==> src/rtl/ifetch_unit.sv <==
// Instruction fetch engine: owns the PC, fetches one word per request over req/ack, pulses IR load.
// Optional fetch timeout enabled by defining IFETCH_TIMEOUT_EN.
module ifetch_unit #(
  parameter int                ADDR_W      = 8,
  parameter int                DATA_W      = 16,
  parameter logic [ADDR_W-1:0] RESET_PC    = '0,
  parameter int                TIMEOUT_CYC = 15
) (
  input  logic              clk,
  input  logic              rst,
  input  logic              fetch_req_in,
  input  logic              jmp_in,
  input  logic [ADDR_W-1:0] jmp_addr_in,
  output logic              mem_req_out,
  output logic [ADDR_W-1:0] mem_addr_out,
  input  logic              mem_ack_in,
  input  logic [DATA_W-1:0] mem_rdata_in,
  output logic              il_out,
  output logic [DATA_W-1:0] ins_out,
  output logic              fetch_done_out,
  output logic [ADDR_W-1:0] pc_out,
  output logic              err_out
);

  // Memory handshake: mem_req_out rises in REQ and holds, with mem_addr_out stable,
  // until the cycle mem_ack_in=1; the read data is captured on that same edge.

  localparam logic [1:0] ST_IDLE = 2'd0;
  localparam logic [1:0] ST_REQ  = 2'd1;
  localparam logic [1:0] ST_LOAD = 2'd2;
  localparam logic [1:0] ST_ERR  = 2'd3;

  if (TIMEOUT_CYC < 1) begin : g_bad_cfg
    $error("ifetch_unit: TIMEOUT_CYC must be at least 1");
  end

  logic [1:0]        state;
  logic [ADDR_W-1:0] pc;
  logic [DATA_W-1:0] ins;
  logic              pend_valid;
  logic [ADDR_W-1:0] pend_addr;
  logic              timeout_hit;

`ifdef IFETCH_TIMEOUT_EN
  localparam int TW = $clog2(TIMEOUT_CYC + 1);
  logic [TW-1:0] tcnt;
  logic          err;

  assign timeout_hit = (state == ST_REQ) && !mem_ack_in && (tcnt == TW'(TIMEOUT_CYC - 1));

  // Counts REQ cycles without ack; any exit from REQ returns it to zero.
  always_ff @(posedge clk) begin
    if (rst) begin
      tcnt <= '0;
      err  <= 1'b0;
    end else begin
      if (state == ST_REQ && !mem_ack_in && !timeout_hit)
        tcnt <= tcnt + 1'b1;
      else
        tcnt <= '0;
      if (timeout_hit)
        err <= 1'b1;
    end
  end

  assign err_out = err;
`else
  assign timeout_hit = 1'b0;
  assign err_out     = 1'b0;
`endif

  always_ff @(posedge clk) begin
    if (rst) begin
      state      <= ST_IDLE;
      pc         <= RESET_PC;
      ins        <= '0;
      pend_valid <= 1'b0;
      pend_addr  <= '0;
    end else begin
      case (state)
        ST_IDLE: begin
          // A same-cycle jump lands before the fetch starts, so REQ reads the target.
          if (jmp_in)
            pc <= jmp_addr_in;
          if (fetch_req_in)
            state <= ST_REQ;
        end
        ST_REQ: begin
          if (jmp_in) begin
            pend_valid <= 1'b1;
            pend_addr  <= jmp_addr_in;
          end
          if (mem_ack_in) begin
            ins   <= mem_rdata_in;
            pc    <= pc + 1'b1;
            state <= ST_LOAD;
          end else if (timeout_hit) begin
            state <= ST_ERR;
          end
        end
        ST_LOAD, ST_ERR: begin
          // Deferred jump overrides the increment; a jump in this very cycle is the latest.
          if (jmp_in)
            pc <= jmp_addr_in;
          else if (pend_valid)
            pc <= pend_addr;
          pend_valid <= 1'b0;
          state      <= ST_IDLE;
        end
        default: state <= ST_IDLE;
      endcase
    end
  end

  assign mem_req_out    = (state == ST_REQ);
  assign mem_addr_out   = pc;
  assign il_out         = (state == ST_LOAD);
  assign fetch_done_out = (state == ST_LOAD) || (state == ST_ERR);
  assign ins_out        = ins;
  assign pc_out         = pc;

endmodule

==> config.mk <==
export PLATFORM = sky130hd
export DESIGN_NAME = ifetch_unit
export DESIGN_NICKNAME = d
export VERILOG_FILES = /design/src/rtl/ifetch_unit.sv
export SDC_FILE = /design/constraint.sdc
export NUM_CORES = 1
export LEC_CHECK = 0
export CORE_UTILIZATION = 45
export CTS_BUF_LIST = sky130_fd_sc_hd__clkbuf_4
export CTS_CLUSTER_SIZE = 30
export DETAILED_ROUTE_END_ITERATION = 8
export GPL_TIMING_DRIVEN = 0
export PLACE_DENSITY = 0.81
export REMOVE_ABC_BUFFERS = 1
export SYNTH_ARGS = -nofsm -noshare
export SYNTH_HDL_FRONTEND = slang
export SYNTH_SLANG_ARGS = --single-unit
export TNS_END_PERCENT = 10
==> constraint.sdc <==
create_clock -name clk -period 1.8 [get_ports clk]
set_clock_uncertainty 0.15 [all_clocks]
set_input_delay 0.36 -clock clk [delete_from_list [all_inputs] [get_ports clk]]
set_output_delay 0.36 -clock clk [all_outputs]
set_load 0.01 [all_outputs]
== After elaboration in Yosys (flattened, before gate mapping) ==
Index checks and enable logic that the tools add are counted.
W data, S select, Z words.

* Output and inout port bits: 36
* Bits in registers: 35

* Eq/ne operators: 8
* Add/subtract/negate cells: 1
* Reduce and logical (&&, ||, !) cells: 9
* Muxes and demuxes: 10

{| class="wikitable"
|+ Operators by type and width
! kind !! count
|-
| $mux W8 || 4
|-
| $pmux W8 S3 || 1
|-
| $add A8 B1 Y8 const B || 1
|-
| $reduce_and A2 Y1 || 4
|-
| $ne A2 B2 Y1 const B || 3
|-
| $pmux W2 S3 || 1
|-
| $eq A2 B2 Y1 const B || 2
|-
| $mux W2 || 2
|-
| $ne A3 B3 Y1 const B || 1
|-
| $reduce_and A3 Y1 || 1
|-
| $eq A2 B1 Y1 const B || 1
|-
| $logic_not A2 Y1 || 1
|-
| $ne A2 B1 Y1 const B || 1
|-
| $pmux W1 S2 || 1
|-
| $reduce_bool A2 Y1 || 1
|-
| $reduce_or A2 Y1 || 1
|-
| $logic_or A1 B1 Y1 || 1
|-
| $mux W1 || 1
|}

== Logic depth before layout (Yosys ltp) ==
* Word-level depth: 4
* Depth in mapped cells: 8
* Gate-level depth less buffers: 5

== Least setup slack after synthesis ==
Ideal clock, no wire load.

* Path type: input-to-reg
* Start point: input port jmp_in
* End point: register pc[6], in the netlist mem_addr_out[6]
* Cell stages on the path: 6
* Data arrival time: 1280 ps
* Buffers on the path: 2
* Slack: 237 ps
* Path through: buf_6 -> mux2_4 -> o2bb2ai_4 -> buf_6 -> or2_4 -> o32ai_2

* Longest elaborated chain between the ends: 2
* Elaborated cells between the ends (all ways): 5
* Classes of those cells: eq/ne (2); mux (2); reduce/logical (1)

{| class="wikitable"
|+ Ends and longest elaborated chain
! what !! line !! text
|-
| start: declaration || 12 || <nowiki>input logic jmp_in,</nowiki>
|-
| $ne A3 B3 Y1 (no line) (tied with other cells) || -- ||
|-
| $reduce_and A3 Y1 (no line) / $pmux W8 S3 (equally long branches) || -- ||
|-
| end signal: assignment || 84 || <nowiki>pc <= jmp_addr_in;</nowiki>
|-
| end signal: assignment || 95 || <nowiki>pc <= pc + 1'b1;</nowiki>
|-
| end signal: assignment || 104 || <nowiki>pc <= jmp_addr_in;</nowiki>
|-
| end: declaration || 38 || <nowiki>logic [ADDR_W-1:0] pc;</nowiki>
|}

Parallel ways exist; a longest one is shown, timed or not.
A chain may end at the register's enable or synchronous reset.

== Worst setup path in the final report ==
* Start point: input port jmp_in
* End point: register pc[4], in the netlist mem_addr_out[4]

Same word-level chain as after synthesis.

==> impl_metrics.ini <==
[sta]
layout_setup_ws_ns = 0.0128
maxSlewViolCount = 0
fin_tns_setup_ns = 0
fmax_mhz = 560
rsz0062_at_grt = true
final_hold_viol_count = 0
finalSetupViolations = 0
relSlewSlack_pct = 46.7
fin_crit_sh_pct = 99.3
worstMarginPinSlew_ns = 0.799
fin_crit_ns = 1.79

[synth]
yosysWarnings = 0
syn_area_per_cell_um2 = 8.63
ys_seq_area_share_pct = 40.6
syn_area_um2 = 1730
synthTopCellsByCount = 40 x nand2_1, 35 x dfxtp_1, 24 x a21oi_1
synth_edf_count = 0
synth_top_area_cell = dfxtp_1
synth.distinct_cells = 38
synth.most_common_cell = nand2_1
synthCells = 200
ys.flop_type = dfxtp_1
synth_top_area_share_pct = 40.6
synthArstFlopShare_pct = 0
ys_seq_elements = 35
synthTopCellsByArea = dfxtp_1 41%, nand2_1 8.7%, a21oi_1 7.0%

[critical_path]
cp_top_family = buffers and inverters
r2r-end = mem_addr_out[4]
rrSetupSlack_ns = 0.11
crit_fanout = 12
endpoint_kind = flip-flop
cp-start-kind = input pin
crit_chain = dlygate4sd2_1 -> mux2_4 -> o2bb2ai_4 -> or2_4 -> o32ai_2
rr_startpoint = state[1]
crit_start = jmp_in
cp.depth = 5
timing.critical_path.buf_inv = 1
worstRegToRegCells = 5
arrival_ns = 1.83
max_stage_delay_ns = 0.45
crit_type = in2reg
cp.required_ns = 1.85
critPathSlowestCell = dlygate4sd2_1

[cells_and_area]
layout-drive-gt1-share_pct = 15.5
final_util_pct = 65.3
area_delta_synth_final_pct = 38.6
fin_nets = 280
layoutNonFillerInstCount = 299
n_antenna_cell = 0
fillers = 313

[floorplan]
initial_core_util_pct = 47.2
dieWidth_um = 63.9
core_area_um2 = 3660
rows = 22
die_y_um = 63.9
dieArea_um2 = 4090
io_pins = 65

[grt]
grt_overflow_total = 0
grtUsageTotal_pct = 21.0
grt_max_degree = 38
grt_pass1_vias = 1465
grt_pass1_wl_mm = 6.63
antenna_found_initial = 0

[place]
portBuffers = 63
dpl.hpwl_mm = 2.62
dp_slack_ns = -0.913
dpl.cell_count = 288
place.gp.congestion = 0.813

[drt]
first_iter_violations = 95
drc = 0
wl_per_cell_um = 13.2
vias = 1603
wl_mm = 3.95
antenna_left = 0
vias_per_cell = 5.36
first_pass_iters = 4

[clock_tree]
clk_pin_slew_worst_paths_ns = 0.11
clk_latency_ns = 0.34
htree_levels = 2
clkSinkCount = 35
cts_tree = yes
cts_made_buffers = 5
clockBufferDepth = 2
ctsRootBufferMaster = clkbuf_4

[power]
total_power_mw = 1.64
power.density_nw_per_um2 = 687
p_leak_nw = 1.08
ir_worst_vdd_v = 0.000486

[worst_hold_path]
hp-class = reg2reg
hp-start = ins_out[10]
min_to = ins_out[10]
min_path_cells = 2

[job]
cap_violations = 0

[outcome]
status = completed
kinds of logic after synthesis:
group           count (synthesis)  synth area share, %
mux                             8                 5.00
simple gates                   77                 21.5
other cells                     1                0.217
buf+inv                        31                 11.4
flops                          35                 40.6
fa+ha+maj                       1                0.725
compound gates                 47                 20.6
final cells by class:
| cell class | count | area, µm² | share of cell area, % |
|---|---|---|---|
| clock inverter | 2 | 7.51 | 0.314 |
| clock buffer | 6 | 45.0 | 1.88 |
| tap | 48 | 60.1 | 2.51 |
| timing repair buffer | 66 | 672 | 28.1 |
| multi-input combinational | 134 | 845 | 35.3 |
| inverter | 8 | 37.5 | 1.57 |
| sequential | 35 | 726 | 30.3 |
metrics by stage:
step,area (µm²),hold slack (ns)
3_5_place_dp,2250,0.297
3_3_place_gp,2250,0.291
5_1_grt,2390,0.325
2_1_floorplan,1560,0.279
6_report,2390,0.308
4_1_cts,2360,0.311
registers in the layout, summed over array words and instances, names as in the netlist:
register / flops
state: 2
mem_addr_out: 8
pend_addr: 8
pend_valid: 1
ins_out: 16
routing by layer:
metal | part of all wire (%) | up-vias | global-route usage, %
li1 | - | 776 | -
met1 | 44 | 737 | 26.0
met2 | 43 | 74 | 30.2
met3 | 11 | 16 | 9.82
met4 | 2.9 | 0 | 10.2
met5 | 0 | - | 0
worst register-to-register path: cells and delay by family (launching register included):
family / cells / cell delay [ns]
flip-flops: 1 / 0.41
AND/OR/NAND/NOR: 2 / 0.52
buffers and inverters: 1 / 0.13
AO/OA/AOI/OAI: 2 / 0.34
worst max-delay path by stage:
stage                       to  slack [ns]
2_1_floorplan  mem_addr_out[6]       -0.08
3_3_place_gp   mem_addr_out[6]       -0.90
3_5_place_dp   mem_addr_out[6]       -0.91
4_1_cts              pc_out[7]      0.0006
5_1_grt        mem_addr_out[6]      -0.002
6_report       mem_addr_out[4]        0.01
placed cells by master (no fill, tap or decap), drive strengths merged, types with 5 or more instances in the layout:
master	synthesis	routed
a21oi	27	27
a221oi	5	5
clkbuf	6	7
clkdlybuf4s50	0	40
dfxtp	35	35
dlygate4sd2	0	8
dlymetal6s2s	0	13
inv	8	8
mux2i	6	6
nand2	42	42
nand3	7	7
nor2	8	8
nor2b	8	8
o32ai	5	5
timing repair:
| action | CTS | global route |
|---|---|---|
| hold endpoints to repair | 0 | 0 |
| endpoints found under the setup margin | 53 | 21 |
| pin swaps | 0 | 1 |
| hold buffers | 0 | 0 |
| resized for setup | 31 | 18 |
| buffers inserted | 3 | 0 |
where the power goes:
group,internal [mW],switching (mW),leakage (nW)
Sequential,0.815,0.0381,0.291
Clock,0.160,0.263,0.0307
Combinational,0.194,0.173,0.759
Total,1.17,0.473,1.08
Power figures use the tool's default switching activity.
